`src/rtl/qrd_sequencer_if.sv`:
```
// Bundle of the command, vector-stream, status and QRD_Unit signals around qrd_sequencer.
// The slave modport is the sequencer side; the master modport is the AFU/QRD_Unit side.
interface qrd_sequencer_if #(
  parameter int LANES = 8,
  parameter int ROW_W = 6,
  parameter int COL_W = 5
);
  localparam int DW = 32 * LANES;

  logic             cmd_valid;
  logic             cmd_ready;
  logic [ROW_W-1:0] cmd_rows;
  logic [COL_W-1:0] cmd_cols;
  logic [1:0]       cmd_op;
  logic             cmd_used_pus;

  logic             in_valid;
  logic             in_ready;
  logic [DW-1:0]    in_data;

  logic             out_valid;
  logic             out_ready;
  logic [DW-1:0]    out_data;
  logic             out_last;

  logic             busy;
  logic             status_done;
  logic             status_timeout;
  logic             status_error;

  logic             q_write_req_valid;
  logic             q_write_req_bits;
  logic [ROW_W-1:0] q_write_row;
  logic [COL_W-1:0] q_write_column;
  logic [DW-1:0]    q_write_input;

  logic             q_read_req;
  logic [ROW_W-1:0] q_read_row;
  logic [COL_W-1:0] q_read_column;
  logic             q_read_output_valid;
  logic [DW-1:0]    q_read_output;

  logic             q_op_valid;
  logic [1:0]       q_op_bits;
  logic             q_used_pus_valid;
  logic             q_used_pus_bits;
  logic             q_lengths_valid;
  logic [ROW_W-1:0] q_lengths_bits_0;
  logic [ROW_W-1:0] q_lengths_bits_1;
  logic             q_done;

  modport slave (
    input  cmd_valid, cmd_rows, cmd_cols, cmd_op, cmd_used_pus,
    input  in_valid, in_data, out_ready,
    input  q_read_output_valid, q_read_output, q_done,
    output cmd_ready, in_ready, out_valid, out_data, out_last,
    output busy, status_done, status_timeout, status_error,
    output q_write_req_valid, q_write_req_bits, q_write_row, q_write_column, q_write_input,
    output q_read_req, q_read_row, q_read_column,
    output q_op_valid, q_op_bits, q_used_pus_valid, q_used_pus_bits,
    output q_lengths_valid, q_lengths_bits_0, q_lengths_bits_1
  );

  modport master (
    output cmd_valid, cmd_rows, cmd_cols, cmd_op, cmd_used_pus,
    output in_valid, in_data, out_ready,
    output q_read_output_valid, q_read_output, q_done,
    input  cmd_ready, in_ready, out_valid, out_data, out_last,
    input  busy, status_done, status_timeout, status_error,
    input  q_write_req_valid, q_write_req_bits, q_write_row, q_write_column, q_write_input,
    input  q_read_req, q_read_row, q_read_column,
    input  q_op_valid, q_op_bits, q_used_pus_valid, q_used_pus_bits,
    input  q_lengths_valid, q_lengths_bits_0, q_lengths_bits_1
  );
endinterface

```
`src/rtl/qrd_sequencer.sv`:
```
// Drives one QRD_Unit through load, config, launch, wait-for-done and credit-limited readback.
// q_* strobes are registered from the state that issues them; output backpressure via a 2-entry FIFO.
module qrd_sequencer #(
  parameter int LANES     = 8,
  parameter int ROW_W     = 6,
  parameter int COL_W     = 5,
  parameter int TIMEOUT_W = 20
) (
  input  logic           i_clock,
  input  logic           i_reset_n,
  qrd_sequencer_if.slave io_bus
);
  localparam int DW = 32 * LANES;

  typedef enum logic [2:0] {
    S_IDLE, S_LOAD, S_CONFIG, S_LAUNCH, S_WAIT_DONE, S_READ
  } state_t;

  state_t               r_state;
  logic                 r_cmd_ready;
  logic [ROW_W-1:0]     r_rows;
  logic [COL_W-1:0]     r_cols;
  logic [1:0]           r_op;
  logic                 r_pus;
  logic [ROW_W-1:0]     r_row;
  logic [COL_W-1:0]     r_col;
  logic [TIMEOUT_W-1:0] r_wd;
  logic [1:0]           r_outstanding;
  logic                 r_issue_done;
  logic [DW:0]          r_fifo0;
  logic [DW:0]          r_fifo1;
  logic [1:0]           r_fifo_cnt;
  logic                 r_fifo_rd;

  logic                 r_status_done;
  logic                 r_status_timeout;
  logic                 r_status_error;
  logic                 r_q_write_req_valid;
  logic                 r_q_write_req_bits;
  logic [ROW_W-1:0]     r_q_write_row;
  logic [COL_W-1:0]     r_q_write_column;
  logic [DW-1:0]        r_q_write_input;
  logic                 r_q_read_req;
  logic [ROW_W-1:0]     r_q_read_row;
  logic [COL_W-1:0]     r_q_read_column;
  logic                 r_q_op_valid;
  logic [1:0]           r_q_op_bits;
  logic                 r_q_used_pus_valid;
  logic                 r_q_used_pus_bits;
  logic                 r_q_lengths_valid;
  logic [ROW_W-1:0]     r_q_lengths_bits_0;
  logic [ROW_W-1:0]     r_q_lengths_bits_1;

  logic                 w_cmd_fire;
  logic                 w_cmd_bad;
  logic                 w_in_fire;
  logic                 w_row_last;
  logic                 w_elem_last;
  logic                 w_credit_ok;
  logic                 w_issue;
  logic                 w_push;
  logic                 w_push_last;
  logic                 w_pop;
  logic                 w_wr_slot;
  logic [DW:0]          w_head;
  logic [TIMEOUT_W-1:0] w_wd_next;

  assign w_cmd_fire  = io_bus.cmd_valid & r_cmd_ready;
  assign w_cmd_bad   = (io_bus.cmd_rows == '0) | (io_bus.cmd_cols == '0);
  assign w_in_fire   = io_bus.in_valid & (r_state == S_LOAD);
  assign w_row_last  = (r_row == (r_rows - 1'b1));
  assign w_elem_last = w_row_last & (r_col == (r_cols - 1'b1));
  // Credit counts both queued results and reads still in flight, so the FIFO can never overflow.
  assign w_credit_ok = ({1'b0, r_fifo_cnt} + {1'b0, r_outstanding}) < 3'd2;
  assign w_issue     = (r_state == S_READ) & ~r_issue_done & w_credit_ok;
  assign w_push      = io_bus.q_read_output_valid & (r_outstanding != 2'd0);
  assign w_push_last = r_issue_done & (r_outstanding == 2'd1);
  assign w_pop       = (r_fifo_cnt != 2'd0) & io_bus.out_ready;
  assign w_wr_slot   = r_fifo_rd ^ r_fifo_cnt[0];
  assign w_head      = r_fifo_rd ? r_fifo1 : r_fifo0;
  assign w_wd_next   = r_wd + 1'b1;

  assign io_bus.cmd_ready         = r_cmd_ready;
  assign io_bus.in_ready          = (r_state == S_LOAD);
  assign io_bus.out_valid         = (r_fifo_cnt != 2'd0);
  assign io_bus.out_data          = w_head[DW:1];
  assign io_bus.out_last          = w_head[0];
  assign io_bus.busy              = (r_state != S_IDLE);
  assign io_bus.status_done       = r_status_done;
  assign io_bus.status_timeout    = r_status_timeout;
  assign io_bus.status_error      = r_status_error;
  assign io_bus.q_write_req_valid = r_q_write_req_valid;
  assign io_bus.q_write_req_bits  = r_q_write_req_bits;
  assign io_bus.q_write_row       = r_q_write_row;
  assign io_bus.q_write_column    = r_q_write_column;
  assign io_bus.q_write_input     = r_q_write_input;
  assign io_bus.q_read_req        = r_q_read_req;
  assign io_bus.q_read_row        = r_q_read_row;
  assign io_bus.q_read_column     = r_q_read_column;
  assign io_bus.q_op_valid        = r_q_op_valid;
  assign io_bus.q_op_bits         = r_q_op_bits;
  assign io_bus.q_used_pus_valid  = r_q_used_pus_valid;
  assign io_bus.q_used_pus_bits   = r_q_used_pus_bits;
  assign io_bus.q_lengths_valid   = r_q_lengths_valid;
  assign io_bus.q_lengths_bits_0  = r_q_lengths_bits_0;
  assign io_bus.q_lengths_bits_1  = r_q_lengths_bits_1;

  always_ff @(posedge i_clock or negedge i_reset_n) begin
    if (!i_reset_n) begin
      r_state             <= S_IDLE;
      r_cmd_ready         <= 1'b0;
      r_rows              <= '0;
      r_cols              <= '0;
      r_op                <= '0;
      r_pus               <= 1'b0;
      r_row               <= '0;
      r_col               <= '0;
      r_wd                <= '0;
      r_outstanding       <= '0;
      r_issue_done        <= 1'b0;
      r_fifo0             <= '0;
      r_fifo1             <= '0;
      r_fifo_cnt          <= '0;
      r_fifo_rd           <= 1'b0;
      r_status_done       <= 1'b0;
      r_status_timeout    <= 1'b0;
      r_status_error      <= 1'b0;
      r_q_write_req_valid <= 1'b0;
      r_q_write_req_bits  <= 1'b0;
      r_q_write_row       <= '0;
      r_q_write_column    <= '0;
      r_q_write_input     <= '0;
      r_q_read_req        <= 1'b0;
      r_q_read_row        <= '0;
      r_q_read_column     <= '0;
      r_q_op_valid        <= 1'b0;
      r_q_op_bits         <= '0;
      r_q_used_pus_valid  <= 1'b0;
      r_q_used_pus_bits   <= 1'b0;
      r_q_lengths_valid   <= 1'b0;
      r_q_lengths_bits_0  <= '0;
      r_q_lengths_bits_1  <= '0;
    end else begin
      r_status_done       <= 1'b0;
      r_status_timeout    <= 1'b0;
      r_status_error      <= 1'b0;
      r_q_write_req_valid <= 1'b0;
      r_q_write_req_bits  <= 1'b0;
      r_q_read_req        <= 1'b0;
      r_q_op_valid        <= 1'b0;
      r_q_used_pus_valid  <= 1'b0;
      r_q_lengths_valid   <= 1'b0;

      if (w_push) begin
        if (w_wr_slot) r_fifo1 <= {io_bus.q_read_output, w_push_last};
        else           r_fifo0 <= {io_bus.q_read_output, w_push_last};
      end
      if (w_pop) r_fifo_rd <= ~r_fifo_rd;
      r_fifo_cnt <= r_fifo_cnt + {1'b0, w_push} - {1'b0, w_pop};

      if (w_issue && !w_push)      r_outstanding <= r_outstanding + 2'd1;
      else if (!w_issue && w_push) r_outstanding <= r_outstanding - 2'd1;

      case (r_state)
        S_IDLE: begin
          r_cmd_ready <= 1'b1;
          if (w_cmd_fire) begin
            if (w_cmd_bad) begin
              r_status_error <= 1'b1;
            end else begin
              r_rows       <= io_bus.cmd_rows;
              r_cols       <= io_bus.cmd_cols;
              r_op         <= io_bus.cmd_op;
              r_pus        <= io_bus.cmd_used_pus;
              r_row        <= '0;
              r_col        <= '0;
              r_issue_done <= 1'b0;
              r_cmd_ready  <= 1'b0;
              r_state      <= S_LOAD;
            end
          end
        end
        S_LOAD: begin
          if (w_in_fire) begin
            r_q_write_req_valid <= 1'b1;
            r_q_write_req_bits  <= 1'b1;
            r_q_write_row       <= r_row;
            r_q_write_column    <= r_col;
            r_q_write_input     <= io_bus.in_data;
            if (w_elem_last) begin
              r_row   <= '0;
              r_col   <= '0;
              r_state <= S_CONFIG;
            end else if (w_row_last) begin
              r_row <= '0;
              r_col <= r_col + 1'b1;
            end else begin
              r_row <= r_row + 1'b1;
            end
          end
        end
        S_CONFIG: begin
          r_q_used_pus_valid <= 1'b1;
          r_q_used_pus_bits  <= r_pus;
          r_q_lengths_valid  <= 1'b1;
          r_q_lengths_bits_0 <= r_rows;
          r_q_lengths_bits_1 <= ROW_W'(r_cols);
          r_state            <= S_LAUNCH;
        end
        S_LAUNCH: begin
          r_q_op_valid <= 1'b1;
          r_q_op_bits  <= r_op;
          r_wd         <= '0;
          r_state      <= S_WAIT_DONE;
        end
        S_WAIT_DONE: begin
          if (io_bus.q_done) begin
            r_state <= S_READ;
          end else if (&w_wd_next) begin
            r_status_timeout <= 1'b1;
            r_cmd_ready      <= 1'b1;
            r_state          <= S_IDLE;
          end else begin
            r_wd <= w_wd_next;
          end
        end
        S_READ: begin
          if (w_issue) begin
            r_q_read_req    <= 1'b1;
            r_q_read_row    <= r_row;
            r_q_read_column <= r_col;
            if (w_elem_last) begin
              r_issue_done <= 1'b1;
            end else if (w_row_last) begin
              r_row <= '0;
              r_col <= r_col + 1'b1;
            end else begin
              r_row <= r_row + 1'b1;
            end
          end
          if (r_issue_done && (r_outstanding == 2'd0) && (r_fifo_cnt == 2'd0)) begin
            r_status_done <= 1'b1;
            r_issue_done  <= 1'b0;
            r_cmd_ready   <= 1'b1;
            r_state       <= S_IDLE;
          end
        end
        default: r_state <= S_IDLE;
      endcase
    end
  end
endmodule

```
`src/flat_wrapper.sv`:
```
// flat-port wrapper written by rule: the top's interface ports become plain ports
module qrd_sequencer_flat 
#(
  parameter int LANES     = 8,
  parameter int ROW_W     = 6,
  parameter int COL_W     = 5,
  parameter int TIMEOUT_W = 20
)
  (i_clock, i_reset_n, io_bus_cmd_valid, io_bus_cmd_rows, io_bus_cmd_cols, io_bus_cmd_op, io_bus_cmd_used_pus, io_bus_in_valid, io_bus_in_data, io_bus_out_ready, io_bus_q_read_output_valid, io_bus_q_read_output, io_bus_q_done, io_bus_cmd_ready, io_bus_in_ready, io_bus_out_valid, io_bus_out_data, io_bus_out_last, io_bus_busy, io_bus_status_done, io_bus_status_timeout, io_bus_status_error, io_bus_q_write_req_valid, io_bus_q_write_req_bits, io_bus_q_write_row, io_bus_q_write_column, io_bus_q_write_input, io_bus_q_read_req, io_bus_q_read_row, io_bus_q_read_column, io_bus_q_op_valid, io_bus_q_op_bits, io_bus_q_used_pus_valid, io_bus_q_used_pus_bits, io_bus_q_lengths_valid, io_bus_q_lengths_bits_0, io_bus_q_lengths_bits_1);
  qrd_sequencer_if #(.LANES(LANES), .ROW_W(ROW_W), .COL_W(COL_W)) io_bus_i ();
  input  logic i_clock;
  input  logic i_reset_n;
  input wire logic [$bits(io_bus_i.cmd_valid)-1:0] io_bus_cmd_valid;
  input wire logic [$bits(io_bus_i.cmd_rows)-1:0] io_bus_cmd_rows;
  input wire logic [$bits(io_bus_i.cmd_cols)-1:0] io_bus_cmd_cols;
  input wire logic [$bits(io_bus_i.cmd_op)-1:0] io_bus_cmd_op;
  input wire logic [$bits(io_bus_i.cmd_used_pus)-1:0] io_bus_cmd_used_pus;
  input wire logic [$bits(io_bus_i.in_valid)-1:0] io_bus_in_valid;
  input wire logic [$bits(io_bus_i.in_data)-1:0] io_bus_in_data;
  input wire logic [$bits(io_bus_i.out_ready)-1:0] io_bus_out_ready;
  input wire logic [$bits(io_bus_i.q_read_output_valid)-1:0] io_bus_q_read_output_valid;
  input wire logic [$bits(io_bus_i.q_read_output)-1:0] io_bus_q_read_output;
  input wire logic [$bits(io_bus_i.q_done)-1:0] io_bus_q_done;
  output wire logic [$bits(io_bus_i.cmd_ready)-1:0] io_bus_cmd_ready;
  output wire logic [$bits(io_bus_i.in_ready)-1:0] io_bus_in_ready;
  output wire logic [$bits(io_bus_i.out_valid)-1:0] io_bus_out_valid;
  output wire logic [$bits(io_bus_i.out_data)-1:0] io_bus_out_data;
  output wire logic [$bits(io_bus_i.out_last)-1:0] io_bus_out_last;
  output wire logic [$bits(io_bus_i.busy)-1:0] io_bus_busy;
  output wire logic [$bits(io_bus_i.status_done)-1:0] io_bus_status_done;
  output wire logic [$bits(io_bus_i.status_timeout)-1:0] io_bus_status_timeout;
  output wire logic [$bits(io_bus_i.status_error)-1:0] io_bus_status_error;
  output wire logic [$bits(io_bus_i.q_write_req_valid)-1:0] io_bus_q_write_req_valid;
  output wire logic [$bits(io_bus_i.q_write_req_bits)-1:0] io_bus_q_write_req_bits;
  output wire logic [$bits(io_bus_i.q_write_row)-1:0] io_bus_q_write_row;
  output wire logic [$bits(io_bus_i.q_write_column)-1:0] io_bus_q_write_column;
  output wire logic [$bits(io_bus_i.q_write_input)-1:0] io_bus_q_write_input;
  output wire logic [$bits(io_bus_i.q_read_req)-1:0] io_bus_q_read_req;
  output wire logic [$bits(io_bus_i.q_read_row)-1:0] io_bus_q_read_row;
  output wire logic [$bits(io_bus_i.q_read_column)-1:0] io_bus_q_read_column;
  output wire logic [$bits(io_bus_i.q_op_valid)-1:0] io_bus_q_op_valid;
  output wire logic [$bits(io_bus_i.q_op_bits)-1:0] io_bus_q_op_bits;
  output wire logic [$bits(io_bus_i.q_used_pus_valid)-1:0] io_bus_q_used_pus_valid;
  output wire logic [$bits(io_bus_i.q_used_pus_bits)-1:0] io_bus_q_used_pus_bits;
  output wire logic [$bits(io_bus_i.q_lengths_valid)-1:0] io_bus_q_lengths_valid;
  output wire logic [$bits(io_bus_i.q_lengths_bits_0)-1:0] io_bus_q_lengths_bits_0;
  output wire logic [$bits(io_bus_i.q_lengths_bits_1)-1:0] io_bus_q_lengths_bits_1;
  assign io_bus_i.cmd_valid = io_bus_cmd_valid;
  assign io_bus_i.cmd_rows = io_bus_cmd_rows;
  assign io_bus_i.cmd_cols = io_bus_cmd_cols;
  assign io_bus_i.cmd_op = io_bus_cmd_op;
  assign io_bus_i.cmd_used_pus = io_bus_cmd_used_pus;
  assign io_bus_i.in_valid = io_bus_in_valid;
  assign io_bus_i.in_data = io_bus_in_data;
  assign io_bus_i.out_ready = io_bus_out_ready;
  assign io_bus_i.q_read_output_valid = io_bus_q_read_output_valid;
  assign io_bus_i.q_read_output = io_bus_q_read_output;
  assign io_bus_i.q_done = io_bus_q_done;
  assign io_bus_cmd_ready = io_bus_i.cmd_ready;
  assign io_bus_in_ready = io_bus_i.in_ready;
  assign io_bus_out_valid = io_bus_i.out_valid;
  assign io_bus_out_data = io_bus_i.out_data;
  assign io_bus_out_last = io_bus_i.out_last;
  assign io_bus_busy = io_bus_i.busy;
  assign io_bus_status_done = io_bus_i.status_done;
  assign io_bus_status_timeout = io_bus_i.status_timeout;
  assign io_bus_status_error = io_bus_i.status_error;
  assign io_bus_q_write_req_valid = io_bus_i.q_write_req_valid;
  assign io_bus_q_write_req_bits = io_bus_i.q_write_req_bits;
  assign io_bus_q_write_row = io_bus_i.q_write_row;
  assign io_bus_q_write_column = io_bus_i.q_write_column;
  assign io_bus_q_write_input = io_bus_i.q_write_input;
  assign io_bus_q_read_req = io_bus_i.q_read_req;
  assign io_bus_q_read_row = io_bus_i.q_read_row;
  assign io_bus_q_read_column = io_bus_i.q_read_column;
  assign io_bus_q_op_valid = io_bus_i.q_op_valid;
  assign io_bus_q_op_bits = io_bus_i.q_op_bits;
  assign io_bus_q_used_pus_valid = io_bus_i.q_used_pus_valid;
  assign io_bus_q_used_pus_bits = io_bus_i.q_used_pus_bits;
  assign io_bus_q_lengths_valid = io_bus_i.q_lengths_valid;
  assign io_bus_q_lengths_bits_0 = io_bus_i.q_lengths_bits_0;
  assign io_bus_q_lengths_bits_1 = io_bus_i.q_lengths_bits_1;
  qrd_sequencer #(.LANES(LANES), .ROW_W(ROW_W), .COL_W(COL_W), .TIMEOUT_W(TIMEOUT_W)) u_core (.i_clock(i_clock), .i_reset_n(i_reset_n), .io_bus(io_bus_i));
endmodule
```
`config.mk`:
```
export PLATFORM = sky130hd
export DESIGN_NAME = qrd_sequencer_flat
export DESIGN_NICKNAME = d
export VERILOG_FILES = /design/src/rtl/qrd_sequencer_if.sv /design/src/rtl/qrd_sequencer.sv /design/src/flat_wrapper.sv
export SDC_FILE = /design/constraint.sdc
export NUM_CORES = 1
export LEC_CHECK = 0
export ABC_AREA = 1
export BUFFER_PORTS_ARGS = -buffer_cell sky130_fd_sc_hd__buf_2
export CAP_MARGIN = 20
export CORE_AREA = 2 2 426 428
export DETAILED_ROUTE_END_ITERATION = 12
export DIE_AREA = 0 0 428 430
export PLACE_DENSITY = 0.45
export SYNTH_ARGS = -nofsm -noshare
export SYNTH_HDL_FRONTEND = slang
export SYNTH_SLANG_ARGS = --single-unit
```
`constraint.sdc`:
```
create_clock -name i_clock -period 2.6 [get_ports i_clock]
set_input_delay 0.39 -clock i_clock [delete_from_list [all_inputs] [get_ports i_clock]]
set_output_delay 0.39 -clock i_clock [all_outputs]
set_load 0.05 [all_outputs]
```
==> results of run 1 <==
==> sequential cells by signal (all words and copies together), names as in the netlist, 2 cells and up <==
signal	flops
u_core.io_bus.q_lengths_bits_0	6
u_core.io_bus.q_lengths_bits_1	5
u_core.io_bus.q_op_bits	2
u_core.io_bus.q_read_column	5
u_core.io_bus.q_read_row	6
u_core.io_bus.q_write_column	5
u_core.io_bus.q_write_input	256
u_core.io_bus.q_write_row	6
u_core.r_col	5
u_core.r_cols	5
u_core.r_fifo0	257
u_core.r_fifo1	257
u_core.r_fifo_cnt	2
u_core.r_op	2
u_core.r_outstanding	2
u_core.r_row	6
u_core.r_rows	6
u_core.r_state	3
u_core.r_wd	20
==> timing repair <==
action | CTS | global route
hold endpoints to repair | 898 | 0
hold buffers | 530 | 0
cloned | 10 | 18
pin swaps | 0 | 46
resized for setup | 409 | 492
buffers inserted | 14 | 3
endpoints found under the setup margin | 257 | 281
==> logic make-up (layout without fill, tap and decap cells) <==
family	after synthesis	after routing	share of synthesized area (%)
flops	868	868	59.1
mux	258	258	7.91
xor+xnor	30	30	0.756
other cells	1	12	0.0102
fa+ha+maj	12	12	0.429
compound gates	573	573	7.93
simple gates	1681	1683	17.9
buf+inv	544	2290	5.88
==> Yosys cell counts, types with 6 or more instances <==
master and instances:
nor2_1 58, nor2_2 8, buf_2 13, mux2_2 258, inv_1 323, nand2_1 1517
a21oi_1 20, nor3_1 6, nand4_1 26, buf_4 23, ha_1 11, dfrtp_1 868
o21ai_0 537, buf_1 7, clkbuf_1 170, nand3_1 40, o21a_1 10, xnor2_1 17
xor2_1 11
==> power breakdown <==
| group | internal, mW | total (mW) | switching, mW |
|---|---|---|---|
| clock network | 8.73 | 14.9 | 6.14 |
| registers | 19.9 | 23.6 | 3.67 |
| logic | 16.8 | 52.2 | 35.5 |
==> path summary, 6_finish.rpt <==
path | startpoint | to | slack (ns) | depth (start not counted)
min | io_bus_q_read_output_valid | u_core.r_fifo_cnt[0]$_DFF_PN0_ | 0.16 | 4
min reg2reg | u_core.io_bus.q_op_bits[0]$_DFFE_PN0P_ | u_core.io_bus.q_op_bits[0]$_DFFE_PN0P_ | 0.47 | 2
min in group asynchronous | i_reset_n | u_core.r_fifo1[72]$_DFFE_PN0P_ | 0.25 | 2
max in group asynchronous | i_reset_n | u_core.r_fifo0[115]$_DFFE_PN0P_ | 1.43 | 3
max reg2reg | u_core.r_rows[0]$_DFFE_PN0P_ | u_core.r_row[1]$_DFFE_PN0P_ | 0.34 | 12
max | u_core.r_fifo_rd$_DFFE_PN0P_ | io_bus_out_data[53] | -0.01 | 7
==> area by class of cell <==
class,instances,area [µm²]
timing repair inverter,2,38.8
clock buffer,155,3060
sequential,868,21700
inverter,329,1260
fill,18577,122000
timing repair buffer,1771,14700
antenna,11,27.5
multi-input combinational,2557,13800
clock inverter,33,399
tap,2370,2970
==> per-stage QoR <==
step | util, % | area (µm²) | cells | power (mW)
floorplan | - | 36700 | 3967 | 53.8
global placement | 25.3 | 45600 | 7322 | 67.2
detailed placement | 25.3 | 45600 | 7322 | 67.6
CTS | 31.1 | 56000 | 8064 | 87.6
global route | 32.3 | 58000 | 8094 | 95.6
finish | 32.3 | 58000 | 8096 | 90.7
==> metal layers <==
layer / global-route usage [%] / up-vias / part of all wire (%)
li1: - / 15908 / -
met1: 18.5 / 15876 / 42
met2: 25.1 / 959 / 48
met3: 4.46 / 236 / 6.5
met4: 5.88 / 2 / 3.6
met5: 0 / - / 0.014
==> critical path: stages, from the launching register on <==
cell and delay (ns):
dfrtp_4 0.50, buf_12 0.18, clkinv_16 0.10, buf_12 0.15
clkbuf_16 0.19, nand2_2 0.06, nand2_2 0.10, buf_8 0.15
==> results.json, run 1 <==
{
  "status": "finished, violations left",
  "drtIter0Drc": 2161,
  "avgSynthCellArea_um2": 9.26,
  "grt_pass1_wl_um": 214000,
  "max_freq_ghz": 0.383,
  "drc": 0,
  "grt_usage_pct": 15.2,
  "ant_nets": 0,
  "grt_overflow_total": 0,
  "fp.dieH_um": 430,
  "p_leak_nw": 28.9,
  "cts_tree": "yes",
  "drive_above_1_share_pct": 33.0,
  "clock_sinks": 868,
  "rows": 156,
  "fp.coreArea_mm2": 0.180,
  "synthArstFlopShare_pct": 100,
  "startpoint_type": "flip-flop",
  "drv_slew": 0,
  "ys.flop_type": "dfrtp_1",
  "hpwl_um": 101000,
  "synth_nets": 4512,
  "dieArea_mm2": 0.184,
  "cp-end-kind": "primary output",
  "io_buffers": 1094,
  "drv_cap": 0,
  "io_pins": 1096,
  "drtPass1Iterations": 6,
  "yosysTopAreaCellShare_pct": 59.1,
  "clk_path_buf_depth": 3,
  "clkTransAtPathRegs_ns": 0.06,
  "seq_area_frac_synth_pct": 59.1,
  "viasPerCell": 4.07,
  "area_growth_pct": 57.9,
  "final_cell_mix": "nand2_1, dfrtp_1, buf_2, o21ai_0, dlygate4sd3_1",
  "holdWs_ns": 0.164,
  "synth_area_mm2": 0.0367,
  "worstMarginPinSlew_ns": 0.744,
  "rsz0062_at_grt": "true",
  "critPathArrivalTime_ns": 2.22,
  "final_common_cell": "nand2_1",
  "crit_type": "reg -> out",
  "die_x_um": 428,
  "wl_um": 147000,
  "path_max_fanout": 7,
  "ys_types": 43,
  "fin_ws_ns": -0.0137,
  "grt_pass1_vias": 33887,
  "num_vias": 32981,
  "grt_max_degree": 95,
  "clock_latency_ns": 0.74,
  "nNetsFinal": 6178,
  "yosys_warnings": 0,
  "vdd_drop_max_mv": 1.01,
  "pre_cts_ws_ns": 0.133,
  "cts_root_buf": "clkbuf_16",
  "violations": "setup timing",
  "maxSlewHeadroom_pct": 50.4,
  "cts_inserted_buffers": 104,
  "fin_tns_setup_ns": -0.0651,
  "htree_levels": 3,
  "period_needed_ns": 2.61,
  "clock-skew-final_ns": 0.0328,
  "antenna_found_initial": 13,
  "yosys-top-cells-area": "dfrtp_1, nand2_1, mux2_2, o21ai_0, inv_1",
  "synth_area_leader_cell": "dfrtp_1",
  "syn_inst": 3967,
  "p_per_area_mw_per_mm2": 1560,
  "gp_congestion": 0.876,
  "required_ns": 2.21,
  "start_util_pct": 20.4,
  "setup_violations": 9,
  "ys_seq_elements": 868,
  "fin_crit_sh_pct": 101,
  "hold_viol_final": 0,
  "hold_class": "in -> reg",
  "post_drt_wl_per_cell_um": 18.2,
  "synth-edff-count": 0
}
(Power assumes the default switching activity.)
==> inputs of run 2 (changes only) <==
==> constraint.sdc (replaced) <==
create_clock -name i_clock -period 2.6 [get_ports i_clock]
set_input_delay 0.26 -clock i_clock [delete_from_list [all_inputs] [get_ports i_clock]]
set_output_delay 0.26 -clock i_clock [all_outputs]
set_load 0.05 [all_outputs]
==> run 2 against run 1 <==
Effect of this change:
- the flow now finishes without violations
- clock skew fell by 0.0072 ns
- global-route usage shrank 0.16 points
- die area unchanged
- hold slack got worse by 0.087 ns
- total power decreased by 4.8%
- critical path depth stayed put
- clock-buffer cell count up 6
- fmax rose by 6.2%
- combinational power is 7.5% lower
- flip-flop and latch count unchanged
- via count is 0.75% lower
==> results.json, run 2 (synthesized netlist as in run 1, its figures left out) <==
{
  "final_common_cell": "nand2_1",
  "antenna_found_initial": 10,
  "dieArea_mm2": 0.184,
  "cts_tree": "yes",
  "path_max_fanout": 12,
  "wl_um": 142000,
  "grt_pass1_wl_um": 213000,
  "grt_pass1_vias": 33544,
  "fin_total_pwr_mw": 86.4,
  "area_growth_pct": 52.6,
  "rows": 156,
  "gp_congestion": 0.890,
  "rsz0062_at_grt": "false",
  "cts_inserted_buffers": 104,
  "wl_met3_um": 9340,
  "clkTransAtPathRegs_ns": 0.06,
  "timing.rr.start": "u_core.r_wd[1]$_DFFE_PN0P_",
  "num_vias": 32733,
  "status": "completed",
  "p_leak_nw": 28.2,
  "fp.coreArea_mm2": 0.180,
  "cts_root_buf": "clkbuf_16",
  "viasPerCell": 4.05,
  "clk_path_buf_depth": 3,
  "hold_class": "in -> async",
  "dpl_cell_area_mm2": 0.0457,
  "grt_max_degree": 86,
  "fin_ws_ns": 0.139,
  "cp_slowest_stage_delay_ns": 0.51,
  "htree_levels": 3,
  "reg2regPathDepth": 14,
  "io_buffers": 1094,
  "highest_layer": "met4",
  "crit_type": "reg -> out",
  "final_cell_mix": "nand2_1, dfrtp_1, buf_2, o21ai_0, dlygate4sd3_1",
  "hpwl_um": 101000,
  "drtPass1Iterations": 5,
  "cp_num_cells": 7,
  "vdd_drop_max_mv": 0.811,
  "hold_viol_final": 0,
  "nNetsFinal": 6171,
  "path_buf_inv": 5,
  "fp.dieH_um": 430,
  "wl_met1_um": 59500,
  "crit_family": "buffers and inverters",
  "worstMarginPinSlew_ns": 0.714,
  "period_needed_ns": 2.46,
  "drtIter0Drc": 1937,
  "cp-end-kind": "primary output",
  "critPathArrivalTime_ns": 2.20,
  "clock_sinks": 868,
  "start_util_pct": 20.4,
  "grt_usage_pct": 15.0,
  "grt_overflow_total": 0,
  "dr_wl_met2_um": 68000,
  "p_per_area_mw_per_mm2": 1540,
  "drive_above_1_share_pct": 29.8,
  "startpoint_type": "flip-flop",
  "drv_slew": 0,
  "die_x_um": 428,
  "cp_cell_sequence": "buf_12, clkinv_16, buf_16, buf_12, nand2_1, nand2_1, buf_6",
  "max_freq_ghz": 0.406,
  "io_pins": 1096,
  "setup_violations": 0,
  "rrSetupSlack_ns": 0.25,
  "pre_cts_ws_ns": 0.209,
  "fin_crit_sh_pct": 94.7,
  "maxSlewHeadroom_pct": 52.3,
  "clock_latency_ns": 0.73,
  "crit_slowest_cell": "dfrtp_4",
  "required_ns": 2.34,
  "post_drt_wl_per_cell_um": 17.6,
  "cp-startpoint": "u_core.r_fifo_rd$_DFFE_PN0P_",
  "ant_nets": 0,
  "clock-skew-final_ns": 0.0256,
  "finalInstanceArea_mm2": 0.0560,
  "drv_cap": 0,
  "drc": 0
}
-- run 2: area by class of cell --
| type | instances | area, µm² |
|---|---|---|
| tap | 2370 | 2970 |
| inverter | 329 | 1260 |
| sequential | 868 | 21700 |
| multi-input combinational | 2555 | 12900 |
| fill | 18869 | 124000 |
| clock buffer | 161 | 3120 |
| antenna | 9 | 22.5 |
| timing repair buffer | 1767 | 13700 |
| clock inverter | 25 | 300 |
| timing repair inverter | 1 | 30.0 |
-- run 2: worst reg2reg max path, stage by stage, from the launching register on --
cell	delay, ns
dfrtp_1	0.42
ha_2	0.25
nand2_1	0.11
nor2_4	0.15
nand2_2	0.13
nor2_1	0.16
nand3_1	0.09
nand2_1	0.14
nand3_2	0.10
nor2_4	0.13
nand3_4	0.16
nand2_1	0.17
nand2_1	0.11
nand2_1	0.08
nand2_1	0.05
-- run 2: power by group --
part / switching [mW] / internal [mW] / total, mW
sequential: 3.42 / 19.9 / 23.4
clock: 6.08 / 8.63 / 14.7
combinational: 33.9 / 14.4 / 48.3
-- run 2: per-layer routing --
| layer | vias up | global-route usage (%) |
|---|---|---|
| li1 | 15851 | - |
| met1 | 15680 | 18.4 |
| met2 | 980 | 24.8 |
| met3 | 222 | 4.13 |
| met4 | 0 | 6.16 |
| met5 | - | 0 |
-- run 2: path summary, 6_finish.rpt --
path,endpoint
hold reg to reg,u_core.io_bus.q_op_bits[1]$_DFFE_PN0P_
setup reg to reg,u_core.r_state[2]$_DFFE_PN0P_
min in group i_clock,u_core.io_bus.q_write_input[10]$_DFFE_PN0P_
setup / recovery,io_bus_out_data[100]
max in group asynchronous,u_core.io_bus.q_write_input[225]$_DFFE_PN0P_
hold / removal,u_core.io_bus.q_write_input[137]$_DFFE_PN0P_
-- run 2: what timing repair did --
item / CTS / global route
endpoints found under the setup margin: 253 / 118
endpoints found under the hold margin: 1190 / 0
cloned: 9 / 4
resized for setup: 360 / 16
hold buffers: 531 / 0
pin swaps: 0 / 0
setup buffers: 8 / 0
-- run 2: stage by stage --
step / utilization (%) / hold WS [ns] / std cells / setup TNS, ns
finish: 31.2 / 0.0770 / 8085 / 0
global route: 31.2 / 0.0700 / 8084 / 0
floorplan: - / -0.0356 / 3967 / 0
global placement: 25.4 / 0.277 / 7338 / 0
CTS: 31.1 / 0.00754 / 8072 / -0.826
detailed placement: 25.4 / 0.272 / 7338 / 0
